===== config.mk =====
export PLATFORM = sky130hd
export DESIGN_NAME = lcd_bus_receiver
export DESIGN_NICKNAME = d
export VERILOG_FILES = /design/src/rtl/lcd_bus_pkg.sv /design/src/rtl/lcd_bus_sync.sv /design/src/rtl/lcd_bus_receiver.sv
export SDC_FILE = /design/constraint.sdc
export NUM_CORES = 1
export LEC_CHECK = 0
export CORE_MARGIN = 4
export CORE_UTILIZATION = 55
export CTS_BUF_LIST = sky130_fd_sc_hd__clkbuf_16
export CTS_CLUSTER_SIZE = 30
export DETAILED_ROUTE_END_ITERATION = 8
export PLACE_DENSITY_LB_ADDON = 0.2
export SYNTH_ARGS = -nofsm -noshare
export SYNTH_HDL_FRONTEND = slang
export SYNTH_HIERARCHICAL = 1
export SYNTH_SLANG_ARGS = --single-unit

===== constraint.sdc =====
create_clock -name clk -period 2.32 [get_ports clk]
set_input_delay 0.232 -clock clk [delete_from_list [all_inputs] [get_ports clk]]
set_output_delay 0.232 -clock clk [all_outputs]
set_load 0.01 [all_outputs]

===== src/rtl/lcd_bus_pkg.sv =====
// lcd_bus_pkg: shared FSM states, HD44780 opcodes and geometry for the LCD bus receiver.
package lcd_bus_pkg;
  typedef enum logic [1:0] {S_INIT8, S_HI, S_LO, S_CLR} state_e;
  localparam logic [7:0] CLEAR = 8'h01;
  localparam logic [7:0] HOME = 8'h02;
  localparam logic [7:0] ENTRY = 8'h04;
  localparam logic [7:0] FUNC = 8'h20;
  localparam logic [7:0] SET_DDRAM = 8'h80;
  localparam logic [7:0] LINE2_BASE = 8'h40;
  localparam logic [7:0] SPACE = 8'h20;
  localparam int CHARS_PER_LINE = 16;
  function automatic logic [6:0] ddram_addr(input logic [4:0] c);
    return (int'(c) >= CHARS_PER_LINE ? LINE2_BASE[6:0] : 7'h00) | {3'b000, c[3:0]};
  endfunction
endpackage


===== src/rtl/lcd_bus_sync.sv =====
// lcd_bus_sync: multi-flop synchronizer for the LCD bus inputs plus falling-edge detect of E.
module lcd_bus_sync #(
  parameter int SYNC_STAGES = 2
) (
  input  logic       clk,
  input  logic       rst,
  input  logic       rs_i,
  input  logic       rw_i,
  input  logic       e_i,
  input  logic [3:0] data_i,
  output logic       rs_o,
  output logic       rw_o,
  output logic       e_o,
  output logic [3:0] data_o,
  output logic       fall_o
);
  logic [6:0] sync_q [SYNC_STAGES];
  logic       e_prev_q;
  always_ff @(posedge clk or posedge rst) begin
    if (rst) begin
      for (int i = 0; i < SYNC_STAGES; i++) sync_q[i] <= '0;
      e_prev_q <= 1'b0;
    end else begin
      sync_q[0] <= {rs_i, rw_i, e_i, data_i};
      for (int i = 1; i < SYNC_STAGES; i++) sync_q[i] <= sync_q[i-1];
      e_prev_q <= e_o;
    end
  end
  assign {rs_o, rw_o, e_o, data_o} = sync_q[SYNC_STAGES-1];
  assign fall_o = e_prev_q & ~e_o;
endmodule


===== src/rtl/lcd_bus_receiver.sv =====
// lcd_bus_receiver: HD44780 4-bit bus responder with 32-char shadow buffer and cursor.
// Define LCD_RX_READBACK_EN to answer RW=1 cycles with busy flag and DDRAM address.
module lcd_bus_receiver
  import lcd_bus_pkg::*;
#(
  parameter int SYNC_STAGES = 2,
  parameter int CHARS = 32
) (
  input  logic       clk,
  input  logic       rst,
  input  logic       lcd_rs,
  input  logic       lcd_rw,
  input  logic       lcd_e,
  input  logic [3:0] lcd_data,
  output logic       byte_valid,
  output logic [7:0] byte_data,
  output logic       byte_is_data,
  output logic [4:0] cursor_addr,
  output logic       busy,
  output logic       err_overrun,
  input  logic [4:0] buf_rd_addr,
  output logic [7:0] buf_rd_char,
  output logic [3:0] bus_dout,
  output logic       bus_oe
);
  logic       s_rs, s_rw, s_e, ev;
  logic [3:0] s_data;
  lcd_bus_sync #(.SYNC_STAGES(SYNC_STAGES)) u_sync (
    .clk(clk), .rst(rst), .rs_i(lcd_rs), .rw_i(lcd_rw), .e_i(lcd_e), .data_i(lcd_data),
    .rs_o(s_rs), .rw_o(s_rw), .e_o(s_e), .data_o(s_data), .fall_o(ev)
  );
  state_e     state_q, state_d;
  logic [3:0] hi_q, hi_d;
  logic [4:0] cursor_q, cursor_d, clr_cnt_q, clr_cnt_d;
  logic       dir_q, dir_d, valid_q, valid_d, is_data_q, is_data_d, overrun_q, overrun_d;
  logic [7:0] byte_q, byte_d;
  logic       mem_we;
  logic [4:0] mem_waddr;
  logic [7:0] mem_wdata;
  logic [7:0] mem [CHARS];
  logic       wr_ev, rd_ev, accept;
  logic [7:0] byte_w;
  assign wr_ev = ev & ~s_rw;
`ifdef LCD_RX_READBACK_EN
  assign rd_ev = ev & s_rw;
`else
  assign rd_ev = 1'b0;
`endif
  assign byte_w = {hi_q, s_data};
  assign accept = wr_ev && state_q == S_LO;
  always_ff @(posedge clk or posedge rst) begin
    if (rst) state_q <= S_INIT8;
    else state_q <= state_d;
  end
  always_comb begin
    state_d = state_q;
    case (state_q)
      S_INIT8: if (wr_ev && s_data == 4'h2) state_d = S_HI;
      S_HI:    if (wr_ev || rd_ev) state_d = S_LO;
      S_LO: begin
        if (rd_ev) state_d = S_HI;
        else if (wr_ev)
          state_d = (!s_rs && byte_w == CLEAR) ? S_CLR :
                    (!s_rs && (byte_w & 8'hE0) == FUNC && byte_w[4]) ? S_INIT8 : S_HI;
      end
      S_CLR:   if (clr_cnt_q == 5'd31) state_d = S_HI;
      default: state_d = S_INIT8;
    endcase
  end
  // Datapath: byte capture, command side effects and the single buffer write port.
  always_comb begin
    hi_d = (wr_ev && state_q == S_HI) ? s_data : hi_q;
    cursor_d = cursor_q;
    dir_d = dir_q;
    clr_cnt_d = clr_cnt_q;
    valid_d = accept;
    byte_d = accept ? byte_w : byte_q;
    is_data_d = accept ? s_rs : is_data_q;
    overrun_d = overrun_q | (wr_ev && state_q == S_CLR);
    mem_we = 1'b0;
    mem_waddr = cursor_q;
    mem_wdata = byte_w;
    if (accept && s_rs) begin
      mem_we = 1'b1;
      cursor_d = dir_q ? cursor_q + 5'd1 : cursor_q - 5'd1;
    end
    if (accept && !s_rs) begin
      if ((byte_w & SET_DDRAM) != 8'h00)
        cursor_d = byte_w[6:4] == 3'b000 ? {1'b0, byte_w[3:0]} :
                   byte_w[6:4] == LINE2_BASE[6:4] ? {1'b1, byte_w[3:0]} : cursor_q;
      else if ((byte_w & 8'hFC) == ENTRY) dir_d = byte_w[1];
      else if ((byte_w & 8'hFE) == HOME) cursor_d = 5'd0;
      else if (byte_w == CLEAR) begin
        cursor_d = 5'd0;
        dir_d = 1'b1;
        clr_cnt_d = 5'd0;
      end
    end
    if (state_q == S_CLR) begin
      mem_we = 1'b1;
      mem_waddr = clr_cnt_q;
      mem_wdata = SPACE;
      clr_cnt_d = clr_cnt_q + 5'd1;
    end
  end
  always_ff @(posedge clk or posedge rst) begin
    if (rst) begin
      hi_q <= '0;
      cursor_q <= '0;
      clr_cnt_q <= '0;
      dir_q <= 1'b1;
      valid_q <= 1'b0;
      byte_q <= '0;
      is_data_q <= 1'b0;
      overrun_q <= 1'b0;
    end else begin
      hi_q <= hi_d;
      cursor_q <= cursor_d;
      clr_cnt_q <= clr_cnt_d;
      dir_q <= dir_d;
      valid_q <= valid_d;
      byte_q <= byte_d;
      is_data_q <= is_data_d;
      overrun_q <= overrun_d;
    end
  end
  always_ff @(posedge clk) begin
    if (mem_we) mem[mem_waddr] <= mem_wdata;
  end
  always_ff @(posedge clk or posedge rst) begin
    if (rst) buf_rd_char <= '0;
    else buf_rd_char <= mem[buf_rd_addr];
  end
  always_comb begin
    busy = state_q == S_CLR;
`ifdef LCD_RX_READBACK_EN
    bus_oe = s_e & s_rw;
    bus_dout = state_q == S_LO ? ddram_addr(cursor_q)[3:0] : {busy, 1'b0, ddram_addr(cursor_q)[5:4]};
`else
    bus_oe = 1'b0;
    bus_dout = 4'h0;
`endif
  end
`ifndef LCD_RX_READBACK_EN
  logic unused_e;
  assign unused_e = s_e;
`endif
  assign byte_valid = valid_q;
  assign byte_data = byte_q;
  assign byte_is_data = is_data_q;
  assign cursor_addr = cursor_q;
  assign err_overrun = overrun_q;
endmodule


==> flow_metrics.tcl, run 1 <==
set metrics [dict create \
    setup_viol 0 \
    cp_slowest_stage_delay_ns 0.52 \
    grt_max_degree 65 \
    fp.dieH_um 158 \
    yosys-top-cells-area "edfxtp_1, mux4_2, dfrtp_1" \
    yosysUniqueCellTypes 66 \
    antenna_found_initial 0 \
    drc 0 \
    finalHoldViolCount 0 \
    ant_nets 0 \
    cts_tree "done" \
    hpwl_um 16600 \
    reg2reg_to "mem[23][0]" \
    rsz0062_at_grt "false" \
    crit_path_start_kind "flip-flop" \
    finalWorstSetupSlack_ns 0.124 \
    yosysWarnings 6 \
    die_x_um 158 \
    slowest_stage "a32oi_2" \
    path_buf_inv 3 \
    hp-class "in -> async" \
    htreeDepth 1 \
    grt_pass1_vias 6540 \
    synthCells 659 \
    max_slew_margin_pct 45.1 \
    holdWs_ns 0.0617 \
    cp.required_ns 2.61 \
    crit_cells 9 \
    drtIter0Drc 724 \
    root_buffer "clkbuf_16" \
    worstPathArrival_ns 2.49 \
    fin_skew_ns 0.0107 \
    avgSynthCellArea_um2 18.7 \
    drv_cap 0 \
    final_core_util_pct 65.3 \
    cts_setup_buffers 0 \
    synth.largest_area_cell "edfxtp_1" \
    core_um2 21900 \
    drive_gt1_share_pct 26.8 \
    final_cells 1061 \
    cts_buffer_depth 3 \
    numCtsBuffers 31 \
    ys_ff_latch 307 \
    final_cell_mix "edfxtp_1, buf_4, mux4_2" \
    worst_slew_pin_slew_ns 0.823 \
    numClockSinks 307 \
    endpoint_kind "flip-flop" \
    crit_type "reg -> reg" \
    vdd_ir_drop_max_mv 0.704 \
    routedWlPerCell_um 24.2 \
    worst-r2r-setup-slack_ns 0.12 \
    grtUsageTotal_pct 21.5 \
    routed_wl_um 25700 \
    seq_area_frac_synth_pct 72.9 \
    grt_pass1_wl_um 39700 \
    leakagePower_nw 4.97 \
    startpoint "state_q[1]" \
    place_inst 1005 \
    synth-edff-count 256 \
    status "completed" \
    r2r_start "state_q[1]" \
    fin_nets 782 \
    synth_top_area_share_pct 62.5 \
    initial_core_util_pct 56.2 \
    ios 44 \
    vias_per_cell 6.10 \
    syn_area_um2 12300 \
    area_growth_pct 16.2 \
    max_freq_mhz 455 \
    endpoint "mem[23][0]" \
    cts.clk_slew.worst_paths_ns 0.06 \
    portBuffers 38 \
    r2r_cells 9 \
    vias 6467 \
    die_area_um2 24800 \
    power_density_nw_per_um2 1030 \
    insertion_delay_ns 0.54 \
    gp_congestion 0.845 \
    path_cells "buf_4 > ha_1 > nand2_1 > inv_2 > nand2_1 > nor2_2 > a32oi_2 > nor2_1 > buf_4" \
    antenna_cells 0 \
    min_period_ns 2.20 \
    async_reset_ff_share_pct 16.6 \
    pre_cts_ws_ns -0.0911 \
    ys.flop_type "edfxtp_1" \
    num_rows 54 \
    slew_violations 0 \
    post-route-period-util_pct 94.7 \
    grt.overflow.total 0 \
    cp_top_family "compound AO/OA/AOI/OAI gates" \
    final_common_cell "edfxtp_1" \
    first_pass_iters 5 \
    cp_max_fo 8 \
]
==> registers in the layout (all words and copies together), names as in the netlist <==
signal	cells
byte_is_data	1
buf_rd_char	8
byte_valid	1
u_sync/rw_o	1
hi_q	4
dir_q	1
u_sync/rs_o	1
u_sync/sync_q	7
u_sync/data_o	4
byte_data	8
cursor_addr	5
u_sync/e_o	1
err_overrun	1
mem	256
state_q	2
u_sync/e_prev_q	1
clr_cnt_q	5
==> layer usage <==
metal / global-route usage [%] / wire length [um]
met3: 3.79 / 2020
met1: 31.8 / 10700
met4: 5.61 / 554
met5: 0 / 0
met2: 33.9 / 12500
==> report_power, final <==
part | total (W) | internal [W] | switching, W
clock network | 0.00479 | 0.00284 | 0.00195
registers | 0.00712 | 0.00684 | 0.000282
logic | 0.00278 | 0.00108 | 0.00170
total | 0.0147 | 0.0108 | 0.00393
==> cells by family after synthesis <==
kind of cell / count (synthesis) / synth area share [%]
DFF: 307 / 72.9
xor gates and xnor gates: 3 / 0.214
other: 1 / 0.0305
and+or+nand+nor: 129 / 5.50
AOI/OAI and AO/OA: 80 / 4.76
muxes: 72 / 12.7
adders and majority gates: 10 / 1.08
buffers and inverters: 57 / 2.85
==> cell usage after synthesis, types with 2 or more instances <==
master      n
dfrtp_1    50
mux2_2      5
xnor2_1     3
buf_6       2
a311oi_1    2
nor2b_1     8
nand3b_1    2
ha_1        9
nor3_1      3
o21ai_0     6
buf_1       6
buf_2      12
nand3_1     2
a32oi_2     4
and3_1      2
inv_2       7
o22ai_1    32
edfxtp_1  256
nand2_1    41
buf_4       9
nor2b_2     2
nor2_1     45
a21oi_1     5
nor4_1      4
or3b_1      2
mux4_2     58
o21ai_1     6
a21o_1      2
mux4_1      6
inv_1      11
buf_12      3
a22o_1      3
o21a_1      2
buf_8       2
nor4_2      6
o32ai_1     6
clkbuf_1    4
or3_1       2
mux2i_1     2
==> timing repair <==
item / CTS / global route
cloned: 0 / 0
resized for setup: 3 / 4
hold buffers: 0 / 0
setup endpoints to repair: 17 / 206
==> worst min-delay path by stage <==
stage,endpoint,slack [ns],depth (start not counted)
2_1_floorplan,u_sync/data_o[0],0.13,1
3_3_place_gp,u_sync/rw_o,0.33,0
3_5_place_dp,u_sync/data_o[2],0.33,0
4_1_cts,u_sync/sync_q[13],0.06,2
5_1_grt,u_sync/sync_q[13],0.1,2
6_report,u_sync/rs_o,0.06,2
==> metrics by stage <==
stage	setup TNS, ns	total power [W]	area (um^2)
finish	0	0.0147	14300
detailed placement	-0.861	0.00999	13300
floorplan	0	0.00870	12300
global route	0	0.0153	14300
CTS	0	0.0148	14300
global placement	-0.159	0.00989	13300
==> layout make-up <==
class / instances / area, um^2
flip-flops and latches: 307 / 8960
fillers: 1498 / 7600
multi-input cells: 299 / 3030
repair buffers: 101 / 900
clock buffers: 31 / 776
well taps: 280 / 350
clock inverters: 25 / 208
inverters: 18 / 67.6
Power figures use the tool's default switching activity.
==> inputs of run 2 (changes only) <==
--- a/config.mk
+++ b/config.mk
@@ -6,9 +6,9 @@
 export NUM_CORES = 1
 export LEC_CHECK = 0
 export CORE_MARGIN = 4
-export CORE_UTILIZATION = 55
+export CORE_UTILIZATION = 25
 export CTS_BUF_LIST = sky130_fd_sc_hd__clkbuf_16
-export CTS_CLUSTER_SIZE = 30
+export CTS_CLUSTER_SIZE = 8
 export DETAILED_ROUTE_END_ITERATION = 8
 export PLACE_DENSITY_LB_ADDON = 0.2
 export SYNTH_ARGS = -nofsm -noshare
==> constraint.sdc (replaced) <==
create_clock -name clk -period 2.55 [get_ports clk]
set_input_delay 0.255 -clock clk [delete_from_list [all_inputs] [get_ports clk]]
set_output_delay 0.255 -clock clk [all_outputs]
set_load 0.01 [all_outputs]
==> run 2 against run 1 <==
Effect of this change:
- combinational power down 8.6%
- utilization down 35 points
- critical path depth down 6
- clock skew up 0.0089 ns
- worst setup slack better by 0.065 ns
- register-to-register slack better by 0.12 ns
- sequential share of layout area down 3.0 points
- global-route usage down 9.9 points
- critical path type is now reg -> out
- largest cell class unchanged
==> flow_metrics.tcl, run 2 (synthesis gave the netlist of run 1 again) <==
set metrics [dict create \
    grt_pass1_vias 6823 \
    fin_nets 799 \
    grtUsageTotal_pct 11.6 \
    cp_slowest_stage_delay_ns 0.60 \
    root_buffer "clkbuf_16" \
    status "completed" \
    routedWlPerCell_um 20.7 \
    core_um2 48700 \
    vias 6290 \
    cts.clk_slew.worst_paths_ns 0.05 \
    setup_viol 0 \
    crit_path_start_kind "flip-flop" \
    slowest_stage "clkdlybuf4s50_1" \
    worst_slew_pin_slew_ns 0.821 \
    r2r_cells 9 \
    endpoint_kind "output pin" \
    cts_buffer_depth 3 \
    antenna_found_initial 0 \
    top_layer "met4" \
    hpwl_um 18900 \
    routed_wl_um 30100 \
    insertion_delay_ns 0.55 \
    die_x_um 230 \
    largest_register_ffs 256 \
    power_density_nw_per_um2 949 \
    routed-wl-met2_um 14600 \
    max_freq_mhz 424 \
    slew_violations 0 \
    grt_pass1_wl_um 45600 \
    cts_tree "done" \
    portBuffers 38 \
    finalHoldViolCount 0 \
    drv_cap 0 \
    cp_max_fo 18 \
    fp.dieH_um 230 \
    grt.overflow.total 0 \
    first_pass_iters 5 \
    path_buf_inv 2 \
    setup_tns_ns 0 \
    drtIter0Drc 396 \
    path_cells "ha_2 > buf_4 > clkdlybuf4s50_1" \
    leakagePower_nw 5.13 \
    grt_max_degree 65 \
    fin_skew_ns 0.0195 \
    crit_cells 3 \
    final_core_util_pct 30.8 \
    min_period_ns 2.36 \
    rsz0062_at_grt "false" \
    gp_congestion 0.723 \
    max_slew_margin_pct 45.2 \
    post-route-period-util_pct 92.6 \
    htreeDepth 2 \
    wl_met1_um 13600 \
    finalWorstSetupSlack_ns 0.189 \
    final_cell_mix "edfxtp_1, buf_4, mux4_2" \
    cp_top_family "buffers and inverters" \
    drc 0 \
    final_common_cell "edfxtp_1" \
    place_area_um2 13800 \
    num_rows 81 \
    numClockSinks 307 \
    stdcell_area_um2 15000 \
    vias_per_cell 4.32 \
    vdd_ir_drop_max_mv 0.419 \
    ios 44 \
    die_area_um2 52800 \
    ant_nets 0 \
    wl_met3_um 1420 \
    numCtsBuffers 44 \
    hp-class "in -> async" \
    hold_buffers 0 \
    worst-r2r-setup-slack_ns 0.24 \
    initial_core_util_pct 25.2 \
    antenna_cells 0 \
    area_growth_pct 22.0 \
    pre_cts_ws_ns 0.222 \
    num-fill-cells 4750 \
    holdWs_ns 0.112 \
    worstPathArrival_ns 2.11 \
    drive_gt1_share_pct 27.3 \
    cp.required_ns 2.30 \
    top_register "mem" \
    crit_type "reg -> out" \
]
==> run 2: metrics by stage <==
step / std cells / power (W)
after global placement: 1393 / 0.00919
final: 1456 / 0.0142
after global routing: 1456 / 0.0149
after floorplan: 663 / 0.00792
after CTS: 1456 / 0.0145
after detailed placement: 1393 / 0.00920
==> run 2: final cells by class <==
type	instances	area, um^2	share of cell area (%)
Sequential cell	307	8960	59.7
Tap cell	664	831	5.54
Timing Repair Buffer	105	913	6.09
Inverter	18	67.6	0.450
Clock inverter	19	115	0.767
Multi-Input combinational cell	299	3010	20.1
Clock buffer	44	1100	7.34
==> run 2: repair_timing <==
item / CTS / global route
gates resized for setup: 0 / 1
endpoints found under the setup margin: 0 / 1
setup buffers: 0 / 0
==> run 2: metal layers <==
metal	vias up	global-route usage [%]
li1	2857	-
met1	3237	16.0
met2	158	18.5
met3	38	2.63
met4	0	3.19
met5	-	0
==> run 2: worst paths after layout <==
| check | from | endpoint |
|---|---|---|
| max in group asynchronous | rst | byte_data[6] |
| min in group clk | lcd_rs | u_sync/sync_q[13] |
| max | state_q[1] | busy |
| min | rst | u_sync/data_o[3] |
| min reg2reg | u_sync/sync_q[8] | u_sync/data_o[1] |
| max reg2reg | state_q[0] | mem[8][7] |
==> run 2: power by group <==
group / switching [W] / internal, W / total (W)
registers: 0.000278 / 0.00623 / 0.00651
clock network: 0.00204 / 0.00316 / 0.00519
logic: 0.00158 / 0.000958 / 0.00254
==> inputs of run 3 (changes only) <==
--- a/config.mk
+++ b/config.mk
@@ -5,6 +5,7 @@
 export SDC_FILE = /design/constraint.sdc
 export NUM_CORES = 1
 export LEC_CHECK = 0
+export CORE_ASPECT_RATIO = 1.5
 export CORE_MARGIN = 4
 export CORE_UTILIZATION = 25
 export CTS_BUF_LIST = sky130_fd_sc_hd__clkbuf_16
==> run 3 against run 2 <==
Effect of this change:
- register-to-register slack about the same
- global-route usage increased by 0.20 points
- critical endpoint unchanged
- sequential share of layout area decreased by 0.32 points
- cell area increased by 0.54%
- count of clock-buffer cells in the layout unchanged
- largest power group unchanged
- sequential cell count unchanged
==> flow_metrics.tcl, run 3 (synthesis gave the netlist of run 1 again) <==
set metrics [dict create \
    finalHoldViolCount 0 \
    path_buf_inv 2 \
    final_common_cell "edfxtp_1" \
    first_pass_iters 5 \
    initial_core_util_pct 25.3 \
    setup_tns_ns 0 \
    htreeDepth 2 \
    post-route-period-util_pct 93.2 \
    cp_top_family "buffers and inverters" \
    grt_pass1_vias 6807 \
    crit_cells 3 \
    vdd_ir_drop_max_mv 0.529 \
    drv_cap 0 \
    crit_path_start_kind "flip-flop" \
    vias_per_cell 4.30 \
    drc 0 \
    ant_nets 0 \
    max_freq_mhz 421 \
    die_area_um2 52900 \
    path_cells "ha_2 > buf_4 > clkdlybuf4s50_1" \
    hpwl_um 20500 \
    fin_nets 800 \
    setup_viol 0 \
    fp.dieH_um 280 \
    portBuffers 38 \
    endpoint "busy" \
    die_x_um 189 \
    leakagePower_nw 5.23 \
    cts_buffer_depth 3 \
    antenna_found_initial 0 \
    drive_gt1_share_pct 26.8 \
    crit_type "reg -> out" \
    place_inst 1386 \
    worst-r2r-setup-slack_ns 0.25 \
    cp_slowest_stage_delay_ns 0.57 \
    worst_slew_pin_slew_ns 0.544 \
    hp-class "in -> async" \
    max_slew_margin_pct 63.7 \
    insertion_delay_ns 0.54 \
    grt_max_degree 65 \
    routed_wl_um 31200 \
    status "completed" \
    grtUsageTotal_pct 11.8 \
    rsz0062_at_grt "false" \
    slew_violations 0 \
    fin_skew_ns 0.0180 \
    worstPathArrival_ns 2.12 \
    vias 6301 \
    antenna_cells 0 \
    top_register "mem" \
    endpoint_kind "output pin" \
    cts_setup_buffers 0 \
    cts.clk_slew.worst_paths_ns 0.05 \
    slowest_stage "clkdlybuf4s50_1" \
    numClockSinks 307 \
    core_um2 48700 \
    ios 44 \
    cts_tree "done" \
    root_buffer "clkbuf_16" \
    num-fill-cells 4759 \
    grt.overflow.total 0 \
    r2r_cells 10 \
    numCtsBuffers 44 \
    min_period_ns 2.38 \
    startpoint "state_q[1]" \
    area_growth_pct 22.7 \
    cp_max_fo 13 \
    num_rows 99 \
    reg2reg_to "mem[0][6]" \
    grt_pass1_wl_um 46200 \
    drtIter0Drc 395 \
    cp.required_ns 2.30 \
    routedWlPerCell_um 21.3 \
    power_density_nw_per_um2 957 \
    final_cell_mix "edfxtp_1, buf_4, mux4_2" \
    gp_congestion 0.766 \
    largest_register_ffs 256 \
    final_cells 1467 \
    r2r_start "state_q[0]" \
]
run 3: per-stage QoR:
stage	util, %	power, W	hold slack [ns]	instance area [um^2]	setup slack, ns
6_report	31.0	0.0144	0.102	15100	0.173
5_1_grt	31.0	0.0151	0.141	15100	0.0260
4_1_cts	31.0	0.0147	0.101	15100	0.119
3_5_place_dp	28.3	0.00929	0.336	13800	0.215
3_3_place_gp	28.3	0.00929	0.335	13800	0.220
2_1_floorplan	-	0.00792	0.156	12300	0.249
run 3: worst min path at each step:
stage,from,endpoint,slack (ns)
4_1_cts,rst,u_sync/rs_o,0.10
5_1_grt,rst,u_sync/sync_q[11],0.14
3_3_place_gp,u_sync/sync_q[7],u_sync/data_o[0],0.33
6_report,rst,u_sync/rs_o,0.10
2_1_floorplan,rst,u_sync/data_o[0],0.16
3_5_place_dp,u_sync/sync_q[9],u_sync/data_o[2],0.34
run 3: worst reg2reg max path: stages (launching register included):
cell and delay, ns:
dfrtp_1 0.39, inv_1 0.10, ha_1 0.25, nand2_1 0.12, inv_2 0.08, nand2_1 0.12, nor2_1 0.25, a32oi_2 0.07
buf_4 0.19, nor2_1 0.21, buf_4 0.22
run 3: layer usage:
metal  GRT usage, %  vias up  routed length, um
li1               -     2864                  -
met2           21.3      165              16500
met3           2.06       52               1270
met5              0        -                  0
met1           14.0     3220              12400
met4           4.45        0               1020
run 3: final cells by class:
cell class	instances	area (um^2)	area share, %
Clock buffer	44	1100	7.30
Clock inverter	37	199	1.32
Inverter	18	67.6	0.448
Multi-Input combinational cell	299	3010	20.0
Sequential cell	307	8960	59.4
Tap cell	656	821	5.44
Timing Repair Buffer	106	921	6.10
run 3: where the power goes:
part / leakage, nW / switching [W] / internal, W
registers: 2.94 / 0.000340 / 0.00623
logic: 1.53 / 0.00156 / 0.000980
clock network: 0.753 / 0.00211 / 0.00321
run 3: timing repair:
| action | in CTS | in global routing |
|---|---|---|
| hold buffers | 0 | 0 |
| gates resized for setup | 1 | 0 |
| setup endpoints to repair | 1 | 0 |
==> variant 1, RTL diff (config.mk and constraints of run 2) <==
Re-encode `state_e` (4 states) as Gray code, 2 bits wide.
--- a/src/rtl/lcd_bus_pkg.sv
+++ b/src/rtl/lcd_bus_pkg.sv
@@ -1,6 +1,6 @@
 // lcd_bus_pkg: shared FSM states, HD44780 opcodes and geometry for the LCD bus receiver.
 package lcd_bus_pkg;
-  typedef enum logic [1:0] {S_INIT8, S_HI, S_LO, S_CLR} state_e;
+  typedef enum logic [1:0] {S_INIT8 = 2'b00, S_HI = 2'b01, S_LO = 2'b11, S_CLR = 2'b10} state_e;
   localparam logic [7:0] CLEAR = 8'h01;
   localparam logic [7:0] HOME = 8'h02;
   localparam logic [7:0] ENTRY = 8'h04;
Function: no difference found for any inputs over 10 cycles, from zero or initial values and one cycle with rst high; not proved beyond that.
==> variant 1 against run 2 <==
- synthesized area decreased by 1.0%
- design area grew 0.18%
- count of clock-buffer cells in the layout increased by 1
- sequential cell count did not move
- setup slack worse by 50 ps
- sequential share of layout area decreased by 0.10 points
- highest routed layer unchanged
- routed wire length barely moved
Power is not compared: it rests on default switching activity, and its combinational part moved more than twofold at a synthesized area within 25%.
==> variant 1: results (changes against run 2) <==
Vias in the first global route = 6567 (-3.8%)
Sequential area share after synthesis = 0.737 (+0.00735)
Antenna violations before repair = 0 (unchanged)
Top cells by area, synth = edfxtp_1 63%, mux4_2 15%, dfrtp_1 10%
Worst vdd ir = 0.515 mV
CTS max path bufs = 3 (unchanged)
Post-synth EDFFs = 256 (unchanged)
Syn_area_per_cell = 19.2 um2 (+2.9%)
Max Fanout on Critical Path = 11 (-7)
Final WL = 30200 um (about the same)
Yosys warning count = 6 (unchanged)
Leak = 5.22 nW
DR WL met2 = 13300 um (-8.8%)
WL met1 = 15100 um (+11%)
Arrival time at the worst endpoint = 2160 ps (+50 ps)
Min-delay worst type = in -> async
DRT iter0 DRCs = 497 (+26%)
Met2 Usage GRT = 0.169 (-0.0161)
Synth top cells by count = 256 x edfxtp_1, 80 x mux4_2, 50 x dfrtp_1
Post-layout nets = 768 (-3.9%)
CTS HTree Levels = 2 (unchanged)
Async set or reset register ratio after synthesis = 0.166 (unchanged)
Gr usage total = 0.116 (+0.000235)
Global-route wire length before repair = 45200 um (-0.80%)
1st-pass router iterations = 5 (unchanged)
Wire length on met3 = 1330 um (-6.9%)
Drt via density = 4.42 (+2.4%)
Met1 usage = 0.176 (+0.0156)
Layout Skew = 19.4 ps (-0.123 ps)
Placed insts = 1317 (-5.5%)
CTS Buf Count = 44 (unchanged)
IO buf count = 38 (unchanged)
Relative slew slack = 0.203 (-0.250)
Outcome = completed
Layout cell share with drive strength beyond 1 = 0.268 (-0.00487)
Unique masters post-synth = 53 (-20%)
Setup bufs post-CTS = 0 (unchanged)
Clock latency on the worst-skew pair = 560 ps
Pin count of the biggest net entering global routing = 33 (-49%)
Max FFs per register = 256 (unchanged)
Root buffer cell = clkbuf_16
Top sig layer = met4
Reg with most FFs = mem
Post-DR wirelength/cell = 21.6 um (+4.2%)
GPL Wtd Cong = 0.746 (+3.3%)
Inserted Diodes = 0 (unchanged)
Detailed placement HPWL = 18800 um (-0.87%)
Reg clk slew, reported paths = 50 ps (about the same)
GR Util met3 = 0.0274 (+0.00115)
-- variant 1: cell count changes in the layout (fill, tap and decap cells not counted), moves of 7 or more --
cell      delta
inv_2        -8
mux4_2      +22
nand2b_1     +7
o22ai_1     -31
buf_12       +7
buf_4       -12
nand2_1      +8
inv_1       +19
-- variant 1: path summary, 6_finish.rpt --
check	startpoint	end	slack, ps	cells past startpoint
setup / recovery	state_q[1]$_DFFE_PP0P_	busy	140	4
hold / removal	rst	u_sync/data_o[2]$_DFF_PP0_	100	2
setup reg to reg	state_q[1]$_DFFE_PP0P_	mem[16][7]$_DFFE_PP_	300	3
hold reg to reg	u_sync/sync_q[10]$_DFF_PP0_	u_sync/data_o[3]$_DFF_PP0_	350	0
max in group asynchronous	rst	dir_q$_DFFE_PP1P_	1770	3
min in group clk	lcd_data[1]	u_sync/sync_q[8]$_DFF_PP0_	150	1
-- variant 1: layout make-up --
| cell class | instances | area (um2) |
|---|---|---|
| Fill cell | 4632 | 32900 |
| Multi-Input combinational cell | 282 | 2980 |
| Clock buffer | 45 | 1130 |
| Timing Repair Buffer | 100 | 963 |
| Inverter | 13 | 52.6 |
| Sequential cell | 307 | 8960 |
| Tap cell | 615 | 769 |
| Clock inverter | 37 | 173 |
-- variant 1: worst max-delay path, stage by stage (launching register included) --
cell and delay [ps]:
dfrtp_1 440, nand2b_1 200, clkinvlp_4 270, buf_4 230
clkdlybuf4s50_1 480
-- variant 1: what timing repair did --
item | 4_1_cts | 5_1_grt
endpoints found under the hold margin | 0 | 0
endpoints found under the setup margin | 0 | 49
gates resized for setup | 0 | 2
hold buffers | 0 | 0
-- variant 1: cells by family after synthesis --
family                   share of synthesized area
flip-flops                                   0.737
AND/OR/NAND/NOR                             0.0508
multiplexers                                 0.160
buffers and inverters                       0.0206
AO/OA/AOI/OAI                               0.0237
adder cells (fa/ha/maj)                    0.00678
XOR/XNOR                                   0.00144
other                                     0.000308
-- variant 1: report_power, final --
part	switching, mW	leakage [nW]	internal (mW)
combinational	0.589	1.49	0.366
clock	2.14	0.759	3.18
sequential	0.108	2.96	5.74
-- variant 1: through the flow --
| step | power, mW | hold slack, ps | utilization | cell area, um2 | setup WS, ps |
|---|---|---|---|---|---|
| 3_5_place_dp | 6.93 | 336 | 0.286 | 13700 | 122 |
| 4_1_cts | 12.3 | 80.6 | 0.313 | 15000 | 36.6 |
| 6_report | 12.1 | 97.3 | 0.313 | 15000 | 139 |
| 3_3_place_gp | 6.93 | 336 | 0.286 | 13700 | 116 |
| 5_1_grt | 12.7 | 129 | 0.313 | 15000 | 23.8 |
| 2_1_floorplan | 6.46 | 156 | - | 12200 | 324 |
==> variant 2, RTL diff (flow settings as in run 2) <==
Made on the original files. Build with the macro `LCD_RX_READBACK_EN` defined.
--- a/src/rtl/lcd_bus_receiver.sv
+++ b/src/rtl/lcd_bus_receiver.sv
@@ -1,5 +1,7 @@
 // lcd_bus_receiver: HD44780 4-bit bus responder with 32-char shadow buffer and cursor.
 // Define LCD_RX_READBACK_EN to answer RW=1 cycles with busy flag and DDRAM address.
+`define LCD_RX_READBACK_EN
+
 module lcd_bus_receiver
   import lcd_bus_pkg::*;
 #(
Behaviour: not the same (a bounded check fails within 4 cycles, from zero or initial values and one cycle with rst high).
==> variant 2 against run 2 <==
- synthesized area rose by 2.4%
- combinational power down 7%
- first-iteration DRC count increased by 14%
- design area rose by 3.2%
- routed wire length grew 8.7%
- setup slack got worse by 59 ps
- largest cell class unchanged
- sequential cell count is the same
- power decreased by 1.9%
- global-route usage is 0.62 points higher
==> variant 2: results (changes against run 2) <==
Sequential area share after synthesis = 0.712 (-0.0173)
Max Fanout on Critical Path = 8 (-10)
Post-DP Area = 14200 um2 (+3.2%)
Filler cells = 4890 (+2.9%)
Vias = 7183 (+14%)
GPL Wtd Cong = 0.802 (+11%)
Slew @ Worst Pin = 1070 ps (+244 ps)
Top cells by area, synth = edfxtp_1 61%, mux2i_1 10%, dfrtp_1 9.9%
Post-layout nets = 959 (+20%)
Register-to-Register Setup Slack = 130 ps (-110 ps)
Worst slack, placed = 104 ps (-118 ps)
Clock period minus worst slack = 2420 ps (+58.5 ps)
Area share of fa/ha/maj cells after synthesis = 0.0105 (-0.000256)
Leak = 5.70 nW (+11%)
RR Endpoint = mem[26][4]$_DFFE_PP_
DRT iter0 DRCs = 450 (+14%)
Unique masters post-synth = 63 (-4.5%)
1st-pass router iterations = 4 (-1)
Detailed placement HPWL = 21600 um (+14%)
Arrival time at the worst endpoint = 2580 ps (+470 ps)
Layout Skew = 20.4 ps (+0.838 ps)
Outcome = completed
Drt via density = 4.43 (+2.5%)
Global-route wire length before repair = 49300 um (+8.2%)
Compound-Gate Fraction of Synth Area = 0.0667 (+0.0190)
Post-DR wirelength/cell = 20.2 um (-2.5%)
variant 2: changes by cell type in the layout (fill, tap and decap cells not counted), sizes merged, moves of 11 or more:
cell and delta:
a21oi +18, a22oi +48, mux2i +127, mux4 -64
nand2 +13, nand3 +25, nand4 +20, nor4 -11
o22ai -31
variant 2: power groups by stage:
stage | clock network (mW) | registers [mW] | logic [mW]
6_report | 5.25 | 6.36 | 2.36
5_1_grt | 5.65 | 6.39 | 2.60
4_1_cts | 5.41 | 6.36 | 2.43
3_5_place_dp | 0 | 6.46 | 2.43
3_3_place_gp | 0 | 6.46 | 2.42
2_1_floorplan | 0 | 6.43 | 1.19
variant 2: timing repair:
item / in CTS / in global routing
resized for setup: 3 / 1
endpoints found under the hold margin: 0 / 0
endpoints found under the setup margin: 1 / 8
variant 2: area by class of cell:
cell class                 instances  area (um2)  area share
clock buffer                      45        1130      0.0727
clock inverter                    24         123     0.00792
tap                              664         831      0.0537
timing repair buffer             111        1050      0.0680
multi-input combinational        453        3320       0.214
inverter                          18        67.6     0.00436
sequential                       307        8960       0.579
variant 2: cell families (layout without fill, tap and decap cells):
kind of cell	count (synthesis)	after routing
flip-flops	307	307
AND/OR/NAND/NOR	190	190
multiplexers	134	134
AO/OA/AOI/OAI	117	117
buffers and inverters	66	198
adder cells (fa/ha/maj)	10	10
XOR/XNOR	2	2
variant 2: routing by layer:
layer  GRT usage  vias up  share of wire
li1            -     3376              -
met1       0.176     3606           0.48
met2       0.185      154           0.45
met3      0.0285       47          0.049
met4      0.0336        0          0.021
met5           0        -              0
variant 2: worst max-delay path: cells and delay by family (launching register included):
family,cells,cell delay [ps]
simple gates,3,1170
flops,1,410
fa+ha+maj,1,220
compound gates,1,120
buf+inv,1,100
